`config.mk`:
```
export PLATFORM = sky130hd
export DESIGN_NAME = mem_arbiter_flat
export DESIGN_NICKNAME = d
export VERILOG_FILES = /design/src/rtl/mem_arb_pkg.sv /design/src/rtl/mem_arbiter_if.sv /design/src/rtl/mem_arb_pick.sv /design/src/rtl/mem_arbiter.sv /design/src/flat_wrapper.sv
export SDC_FILE = /design/constraint.sdc
export NUM_CORES = 1
export LEC_CHECK = 0
export BUFFER_PORTS_ARGS = -buffer_cell sky130_fd_sc_hd__buf_4
export CAP_MARGIN = 20
export CORE_MARGIN = 2
export CORE_UTILIZATION = 39
export CTS_BUF_LIST = sky130_fd_sc_hd__clkbuf_4 sky130_fd_sc_hd__clkbuf_8
export DETAILED_ROUTE_END_ITERATION = 10
export PLACE_DENSITY = 0.85
export SYNTH_ARGS = -nofsm -noshare
export SYNTH_HDL_FRONTEND = slang
export SYNTH_HIERARCHICAL = 1
export SYNTH_SLANG_ARGS = --single-unit
```
`constraint.sdc`:
```
create_clock -name clk -period 2.4 [get_ports clk]
set_clock_uncertainty 0.15 [all_clocks]
set_input_delay 0.24 -clock clk [delete_from_list [all_inputs] [get_ports clk]]
set_output_delay 0.24 -clock clk [all_outputs]
set_load 0.02 [all_outputs]
```
`src/rtl/mem_arb_pkg.sv`:
```
// Shared types and grant encodings for the two-requester memory arbiter.
package mem_arb_pkg;

    typedef enum logic [1:0] {
        IDLE = 2'd0,
        ADDR = 2'd1,
        RESP = 2'd2
    } state_t;

    localparam logic GNT_INST = 1'b0;
    localparam logic GNT_DATA = 1'b1;

endpackage

```
`src/rtl/mem_arbiter_if.sv`:
```
// Request/response handshake bundle shared by the fetch, memory-stage and bus ports.
interface mem_arbiter_if #(
    parameter int ADDR_W = 32,
    parameter int DATA_W = 32
);
    logic                req;
    logic                wr;
    logic [DATA_W/8-1:0] wstrb;
    logic [ADDR_W-1:0]   addr;
    logic [DATA_W-1:0]   wdata;
    logic                addr_ok;
    logic                data_ok;
    logic [DATA_W-1:0]   rdata;

    // Side that issues requests.
    modport master (
        output req, wr, wstrb, addr, wdata,
        input  addr_ok, data_ok, rdata
    );

    // Side that accepts requests.
    modport slave (
        input  req, wr, wstrb, addr, wdata,
        output addr_ok, data_ok, rdata
    );

    // Read-only acceptor view used for the instruction-fetch requester.
    modport fetch (
        input  req, addr,
        output addr_ok, data_ok, rdata
    );
endinterface

```
`src/rtl/mem_arb_pick.sv`:
```
// Combinational grant selection: the requester not granted last wins a tie.
import mem_arb_pkg::*;

module mem_arb_pick (
    input  logic inst_req_i,
    input  logic data_req_i,
    input  logic last_gnt_i,
    output logic gnt_o
);

    always_comb begin
        gnt_o = GNT_INST;
        if (inst_req_i && data_req_i) begin
            gnt_o = (last_gnt_i == GNT_INST) ? GNT_DATA : GNT_INST;
        end else if (data_req_i) begin
            gnt_o = GNT_DATA;
        end
    end

endmodule

```
`src/rtl/mem_arbiter.sv`:
```
// Arbitrates fetch and memory-stage requests onto one shared memory port, one transaction at a time.
// Define MEM_ARBITER_RR_EN for round-robin arbitration; otherwise data always beats inst.
import mem_arb_pkg::*;

module mem_arbiter #(
    parameter int ADDR_W = 32,
    parameter int DATA_W = 32
) (
    input  logic               clk,
    input  logic               rst,
    mem_arbiter_if.fetch       inst_i,
    mem_arbiter_if.slave       data_i,
    mem_arbiter_if.master      bus_o,
    output logic               busy_o
);

    state_t              state_q;
    logic                gnt_q;
    logic                bus_req_q;
    logic                busy_q;
    logic                wr_q;
    logic [DATA_W/8-1:0] wstrb_q;
    logic [ADDR_W-1:0]   addr_q;
    logic [DATA_W-1:0]   wdata_q;

    logic                wr_d;
    logic [DATA_W/8-1:0] wstrb_d;
    logic [ADDR_W-1:0]   addr_d;
    logic [DATA_W-1:0]   wdata_d;

    logic pick_gnt;
    logic last_gnt;
    logic addr_acc;
    logic data_acc;

`ifdef MEM_ARBITER_RR_EN
    // gnt_q only changes when a new transaction is accepted, so it doubles as the last-grant pointer.
    assign last_gnt = gnt_q;
`else
    // Pinning the pointer to inst makes the round-robin picker degenerate to fixed data priority.
    assign last_gnt = GNT_INST;
`endif

    mem_arb_pick u_pick (
        .inst_req_i (inst_i.req),
        .data_req_i (data_i.req),
        .last_gnt_i (last_gnt),
        .gnt_o      (pick_gnt)
    );

    always_comb begin
        wr_d    = 1'b0;
        wstrb_d = '0;
        addr_d  = inst_i.addr;
        wdata_d = '0;
        if (pick_gnt == GNT_DATA) begin
            wr_d    = data_i.wr;
            wstrb_d = data_i.wstrb;
            addr_d  = data_i.addr;
            wdata_d = data_i.wdata;
        end
    end

    always_ff @(posedge clk or posedge rst) begin
        if (rst) begin
            state_q   <= IDLE;
            gnt_q     <= GNT_INST;
            bus_req_q <= 1'b0;
            busy_q    <= 1'b0;
            wr_q      <= 1'b0;
            wstrb_q   <= '0;
            addr_q    <= '0;
            wdata_q   <= '0;
        end else begin
            case (state_q)
                IDLE: begin
                    if (inst_i.req || data_i.req) begin
                        state_q   <= ADDR;
                        gnt_q     <= pick_gnt;
                        bus_req_q <= 1'b1;
                        busy_q    <= 1'b1;
                        wr_q      <= wr_d;
                        wstrb_q   <= wstrb_d;
                        addr_q    <= addr_d;
                        wdata_q   <= wdata_d;
                    end
                end
                ADDR: begin
                    if (bus_o.addr_ok) begin
                        state_q   <= RESP;
                        bus_req_q <= 1'b0;
                    end
                end
                RESP: begin
                    if (bus_o.data_ok) begin
                        state_q <= IDLE;
                        busy_q  <= 1'b0;
                    end
                end
                default: begin
                    state_q   <= IDLE;
                    bus_req_q <= 1'b0;
                    busy_q    <= 1'b0;
                end
            endcase
        end
    end

    // Handshake pulses are qualified by state so stray bus strobes in other states are ignored.
    assign addr_acc = (state_q == ADDR) && bus_o.addr_ok;
    assign data_acc = (state_q == RESP) && bus_o.data_ok;

    assign inst_i.addr_ok = addr_acc && (gnt_q == GNT_INST);
    assign inst_i.data_ok = data_acc && (gnt_q == GNT_INST);
    assign inst_i.rdata   = bus_o.rdata;
    assign data_i.addr_ok = addr_acc && (gnt_q == GNT_DATA);
    assign data_i.data_ok = data_acc && (gnt_q == GNT_DATA);
    assign data_i.rdata   = bus_o.rdata;

    assign bus_o.req   = bus_req_q;
    assign bus_o.wr    = wr_q;
    assign bus_o.wstrb = wstrb_q;
    assign bus_o.addr  = addr_q;
    assign bus_o.wdata = wdata_q;
    assign busy_o      = busy_q;

endmodule

```
`src/flat_wrapper.sv`:
```
// flat-port wrapper written by rule: the top's interface ports become plain ports
module mem_arbiter_flat 
#(
    parameter int ADDR_W = 32,
    parameter int DATA_W = 32
)
  (clk, rst, busy_o, inst_i_req, inst_i_addr, inst_i_addr_ok, inst_i_data_ok, inst_i_rdata, data_i_req, data_i_wr, data_i_wstrb, data_i_addr, data_i_wdata, data_i_addr_ok, data_i_data_ok, data_i_rdata, bus_o_req, bus_o_wr, bus_o_wstrb, bus_o_addr, bus_o_wdata, bus_o_addr_ok, bus_o_data_ok, bus_o_rdata);
  mem_arbiter_if #(.ADDR_W(ADDR_W), .DATA_W(DATA_W)) inst_i_i ();
  mem_arbiter_if #(.ADDR_W(ADDR_W), .DATA_W(DATA_W)) data_i_i ();
  mem_arbiter_if #(.ADDR_W(ADDR_W), .DATA_W(DATA_W)) bus_o_i ();
  input  logic clk;
  input  logic rst;
  output logic busy_o;
  input wire logic [$bits(inst_i_i.req)-1:0] inst_i_req;
  input wire logic [$bits(inst_i_i.addr)-1:0] inst_i_addr;
  output wire logic [$bits(inst_i_i.addr_ok)-1:0] inst_i_addr_ok;
  output wire logic [$bits(inst_i_i.data_ok)-1:0] inst_i_data_ok;
  output wire logic [$bits(inst_i_i.rdata)-1:0] inst_i_rdata;
  input wire logic [$bits(data_i_i.req)-1:0] data_i_req;
  input wire logic [$bits(data_i_i.wr)-1:0] data_i_wr;
  input wire logic [$bits(data_i_i.wstrb)-1:0] data_i_wstrb;
  input wire logic [$bits(data_i_i.addr)-1:0] data_i_addr;
  input wire logic [$bits(data_i_i.wdata)-1:0] data_i_wdata;
  output wire logic [$bits(data_i_i.addr_ok)-1:0] data_i_addr_ok;
  output wire logic [$bits(data_i_i.data_ok)-1:0] data_i_data_ok;
  output wire logic [$bits(data_i_i.rdata)-1:0] data_i_rdata;
  output wire logic [$bits(bus_o_i.req)-1:0] bus_o_req;
  output wire logic [$bits(bus_o_i.wr)-1:0] bus_o_wr;
  output wire logic [$bits(bus_o_i.wstrb)-1:0] bus_o_wstrb;
  output wire logic [$bits(bus_o_i.addr)-1:0] bus_o_addr;
  output wire logic [$bits(bus_o_i.wdata)-1:0] bus_o_wdata;
  input wire logic [$bits(bus_o_i.addr_ok)-1:0] bus_o_addr_ok;
  input wire logic [$bits(bus_o_i.data_ok)-1:0] bus_o_data_ok;
  input wire logic [$bits(bus_o_i.rdata)-1:0] bus_o_rdata;
  assign inst_i_i.req = inst_i_req;
  assign inst_i_i.addr = inst_i_addr;
  assign inst_i_addr_ok = inst_i_i.addr_ok;
  assign inst_i_data_ok = inst_i_i.data_ok;
  assign inst_i_rdata = inst_i_i.rdata;
  assign data_i_i.req = data_i_req;
  assign data_i_i.wr = data_i_wr;
  assign data_i_i.wstrb = data_i_wstrb;
  assign data_i_i.addr = data_i_addr;
  assign data_i_i.wdata = data_i_wdata;
  assign data_i_addr_ok = data_i_i.addr_ok;
  assign data_i_data_ok = data_i_i.data_ok;
  assign data_i_rdata = data_i_i.rdata;
  assign bus_o_req = bus_o_i.req;
  assign bus_o_wr = bus_o_i.wr;
  assign bus_o_wstrb = bus_o_i.wstrb;
  assign bus_o_addr = bus_o_i.addr;
  assign bus_o_wdata = bus_o_i.wdata;
  assign bus_o_i.addr_ok = bus_o_addr_ok;
  assign bus_o_i.data_ok = bus_o_data_ok;
  assign bus_o_i.rdata = bus_o_rdata;
  mem_arbiter #(.ADDR_W(ADDR_W), .DATA_W(DATA_W)) u_core (.clk(clk), .rst(rst), .inst_i(inst_i_i), .data_i(data_i_i), .bus_o(bus_o_i), .busy_o(busy_o));
endmodule
```
Word level (Yosys, flattened, before mapping)
Cells that the tools add are included.

storage, ports and cells
  bits in registers = 74
  bits of input ports = 139
  word-level logic and storage cells = 44
  output and inout bits = 139

operators by class
  reductions and logical operators = 13
  bitwise gates (word level) = 3
  equal/unequal tests = 5
  muxes and demuxes = 15

operator list
  cell                  count
  $mux W32              2
  $reduce_and A3 Y1     3
  $logic_and A1 B1 Y1   7
  $mux W1               6
  $mux W2               3
  $pmux W1 S3           2
  $pmux W2 S3           1
  $mux W4               1
  $ne A2 B2 Y1 const B  2
  $not A1 Y1            3
  $eq A2 B1 Y1 const B  1
  $eq A2 B2 Y1 const B  1
  $logic_not A2 Y1      1
  $ne A2 B1 Y1 const B  1
  $reduce_and A2 Y1     1
  $logic_or A1 B1 Y1    1

Longest topological paths before layout
  depth in word-level cells = 3
  depth in mapped cells = 7
  depth with buffers taken out = 3

Modules after synthesis
The synthesis kept the hierarchy.

by module, submodules not included
  module        area an instance (µm²)  instances  cells an instance  seq. area each (µm²)
  mem_arbiter   4117.7                  1          349                1851.8
  mem_arb_pick  11.3                    1          1                  0.0

Least setup slack after synthesis
No wires, ideal clock.

  path kind = register to register
  from = register u_core.state_q[0]
  to = register u_core.addr_q[0] (netlist: u_core/bus_o.addr[0])
  clock period less this slack = 1.513 ns
  path buffers = 2
  slack = 0.887 ns
  data required time = 2.125 ns
  cell stages (with the launch flop) = 5
  library setup time = 0.125 ns
  arrival time = 1.238 ns
  cell sequence = dfrtp_1 nor3_2 buf_6 buf_12 mux2_4

on the way
  longest elaborated chain between the ends = 2

ends and longest elaborated chain
  item                         RTL line           RTL
  from (decl)                  mem_arbiter.sv:17  state_t state_q;
  from (signal assigned)       mem_arbiter.sv:66  state_q <= IDLE;
  from (signal assigned)       mem_arbiter.sv:78  state_q <= ADDR;
  from (signal assigned)       mem_arbiter.sv:90  state_q <= RESP;
  $logic_not A2 Y1             mem_arbiter.sv:75  case (state_q)
  $reduce_and A2 Y1 (no line)  n/a
  to (signal assigned)         mem_arbiter.sv:84  addr_q <= addr_d;
  to (decl)                    mem_arbiter.sv:23  logic [ADDR_W-1:0] addr_q;

Every way passes these cells.
A chain may end at the register's enable or synchronous reset.

Worst setup path after layout
  from = register u_core.state_q[0]
  to = register u_core.addr_q[30] (netlist: u_core/bus_o.addr[30])

Same word-level chain as after synthesis.

==> run summary <==
Starting Density: 0.400
clock sinks: 74
Final Max Slew Viols: 0
Leak Pwr: 2.83 nW
Yosys Warn Count: 6
Fmax: 577 MHz
gate count of the mapped netlist: 350
Total GRT Usage: 0.185
via count: 2997
Reg power frac: 0.335
final WL: 10.7 mm
CP top delay family: flip-flops
clk root buf: clkbuf_8
Synthesized Nets: 489
Worst Reg2Reg Path Length in Cells: 3
number of buffers created by CTS: 9
Nets: 640
RSZ-0062 raised after global routing: no
wire length on met3: 835 um
worst min path class: in2reg
number of library cell types mapped by synthesis: 22
MaxCap Viol Count: 0
syn avg cell area: 11.8 um^2
Internal Power: 0.00426 W
Max-slew headroom: 0.551
remaining global-route overflow: 0
Die Y: 107 um
Crit path required time: 2.47 ns
slowest stage delay, CP: 0.47 ns
FF+latch count, synth: 74
first-pass iteration count of the detailed router: 5
detailed-route wire length per cell: 16.6 um
hold_sp: data_i_wstrb[1]
area occupied by multi-input gates: 0.00148 mm^2
Diodes inserted: 0
slowest cell on the critical path: dfrtp_1
Setup violations, final: 0
post-route cell area: 0.00563 mm^2
fin crit period: 1.73 ns
Setup crit start kind: flip-flop
VDD IR max: 585 uV
Sequential Area: 0.00185 mm^2
antenna violations before repair: 0
Register-to-Register Setup Slack: 0.67 ns
worst hold stages: 3
Worst Max-Slew Pin Slew: 0.672 ns
CP arrival: 1.80 ns
Crit. Startpoint: u_core/state_q[0]
status: finished clean
crit end category: flip-flop
wl on met1: 4.03 mm
crit-path cells: nor3_4, buf_12, mux2_2
Port Buf Inserts: 181
routability congestion estimate from global placement: 0.747
Core Box Area: 0.0103 mm^2
Clock Pin Slew Worst Setup and Hold Paths: 0.07 ns
DRC viols: 0
first-iteration detailed-routing DRC count: 141
hpwl dp: 7.12 mm
power density over cell area: 1230 mW/mm^2
Critical R2R Launch: u_core/state_q[0]
Skew-Pair Late Insertion Delay: 0.34 ns
post-synthesis sequential area ratio: 0.448
most frequent cells in the layout: buf_4, dfrtp_1, inv_1, nand2_1, mux2i_1
crit path kind: reg2reg
clock power share: 0.141
CTS tree: done
chip width: 107 um
ANT nets after route: 0
post_cts resized: 0
first-pass GRT wire length: 16.2 mm
Sw Share: 0.384
Worst Path Max Fanout: 35
top sig layer: met4
cell row count: 37
H-tree level count: 3
setup tns final: 0 ns
Comb power frac: 0.524
share of cells above drive strength 1: 0.533
instance area after placement: 0.00508 mm^2
CTS max path bufs: 2
Final Hold Viols: 0
Area Overhead vs Synth: 36.3%
largest net degree at the start of global routing: 71
die area: 0.0114 mm^2
Via density: 4.68
# IOs: 278
Sw Pwr: 0.00265 W
vias in the first global route: 3171
Hold EP: u_core/bus_o.wstrb[1]
fin crit share: 0.722
FILL cells: 855
worst path bufs/invs: 1
wire length on met2: 5.65 mm
Mapped Area: 0.00413 mm^2
capturing point of the worst reg2reg path: u_core/bus_o.addr[30]
most common cell after layout, fill and taps aside: buf_4
==> worst register-to-register path: stages, from the launching register on <==
cell     delay (ns)
dfrtp_1        0.47
nor3_4         0.32
buf_12         0.30
mux2_2         0.38
==> registers in the layout, summed over array words and instances, names as in the netlist <==
| register | count |
|---|---|
| u_core/bus_o.req | 1 |
| u_core/bus_o.wstrb | 4 |
| u_core/busy_o | 1 |
| u_core/bus_o.wdata | 32 |
| u_core/state_q | 2 |
| u_core/bus_o.wr | 1 |
| u_core/gnt_q | 1 |
| u_core/bus_o.addr | 32 |
==> what timing repair did <==
action	CTS	global route
hold buffers	35	0
hold endpoints to repair	69	0
buffers inserted	0	0
==> cells by family after synthesis <==
logic type / count (synthesis) / synth area share
flip-flops: 74 / 0.448
AO/OA/AOI/OAI: 6 / 0.0100
AND/OR/NAND/NOR: 48 / 0.0488
buffers and inverters: 119 / 0.198
multiplexers: 102 / 0.294
other: 1 / 0.000908
==> synthesized netlist by cell type <==
library cell | number | area [um^2]
mux2_4 | 30 | 450
a21boi_2 | 1 | 11.3
mux2i_1 | 37 | 370
buf_4 | 67 | 503
buf_2 | 1 | 5.00
conb_1 | 1 | 3.75
nor2_1 | 3 | 11.3
o21ai_0 | 3 | 15.0
buf_6 | 9 | 101
nor3_2 | 1 | 10.0
nand2b_1 | 1 | 6.26
nand3b_1 | 1 | 7.51
mux2_2 | 35 | 394
inv_1 | 39 | 146
buf_12 | 3 | 60.1
o21a_1 | 1 | 7.51
nor3_1 | 2 | 10.0
a21o_1 | 1 | 7.51
dfrtp_1 | 74 | 1850
nand2_1 | 38 | 143
nor3b_1 | 1 | 7.51
or2_2 | 1 | 6.26
==> power by group through the flow <==
| stage | Clock [W] | Combinational, W | Sequential, W |
|---|---|---|---|
| floorplan | 0 | 0.00172 | 0.00300 |
| global placement | 0 | 0.00350 | 0.00229 |
| detailed placement | 0 | 0.00359 | 0.00231 |
| CTS | 0.00101 | 0.00363 | 0.00231 |
| global route | 0.00107 | 0.00382 | 0.00239 |
| finish | 0.000974 | 0.00362 | 0.00231 |
==> metrics by stage <==
step | utilization | hold slack [ns] | worst slack, ns | instances | total power, W
floorplan | - | 0.197 | 0.128 | 350 | 0.00472
global placement | 0.492 | 0.198 | 0.670 | 591 | 0.00579
detailed placement | 0.492 | 0.221 | 0.617 | 591 | 0.00590
CTS | 0.545 | 0.00107 | 0.652 | 641 | 0.00696
global route | 0.545 | 0.0171 | 0.589 | 641 | 0.00728
finish | 0.545 | 0.0256 | 0.668 | 641 | 0.00691
==> how the worst max path moves through the flow <==
| stage | cells past startpoint | to | slack (ns) |
|---|---|---|---|
| 4_1_cts | 3 | u_core/bus_o.addr[30] | 0.65 |
| 5_1_grt | 3 | u_core/bus_o.addr[30] | 0.59 |
| 3_3_place_gp | 5 | u_core/bus_o.addr[0] | 0.67 |
| 3_5_place_dp | 5 | u_core/bus_o.addr[3] | 0.62 |
| 2_1_floorplan | 1 | u_core/bus_o.addr[0] | 0.13 |
| 6_report | 3 | u_core/bus_o.addr[30] | 0.67 |
==> final cells by class <==
cell class	instances	area share
clock buffer	12	0.0271
multi-input combinational	157	0.262
sequential	74	0.329
inverter	39	0.0262
timing repair buffer	220	0.318
tap	136	0.0302
clock inverter	3	0.00712
==> routing by layer <==
layer	vias to the layer above	track usage
li1	1360	-
met1	1446	0.203
met2	174	0.340
met3	17	0.0523
met4	0	0.0622
met5	-	0
Power figures use the tool's default switching activity.
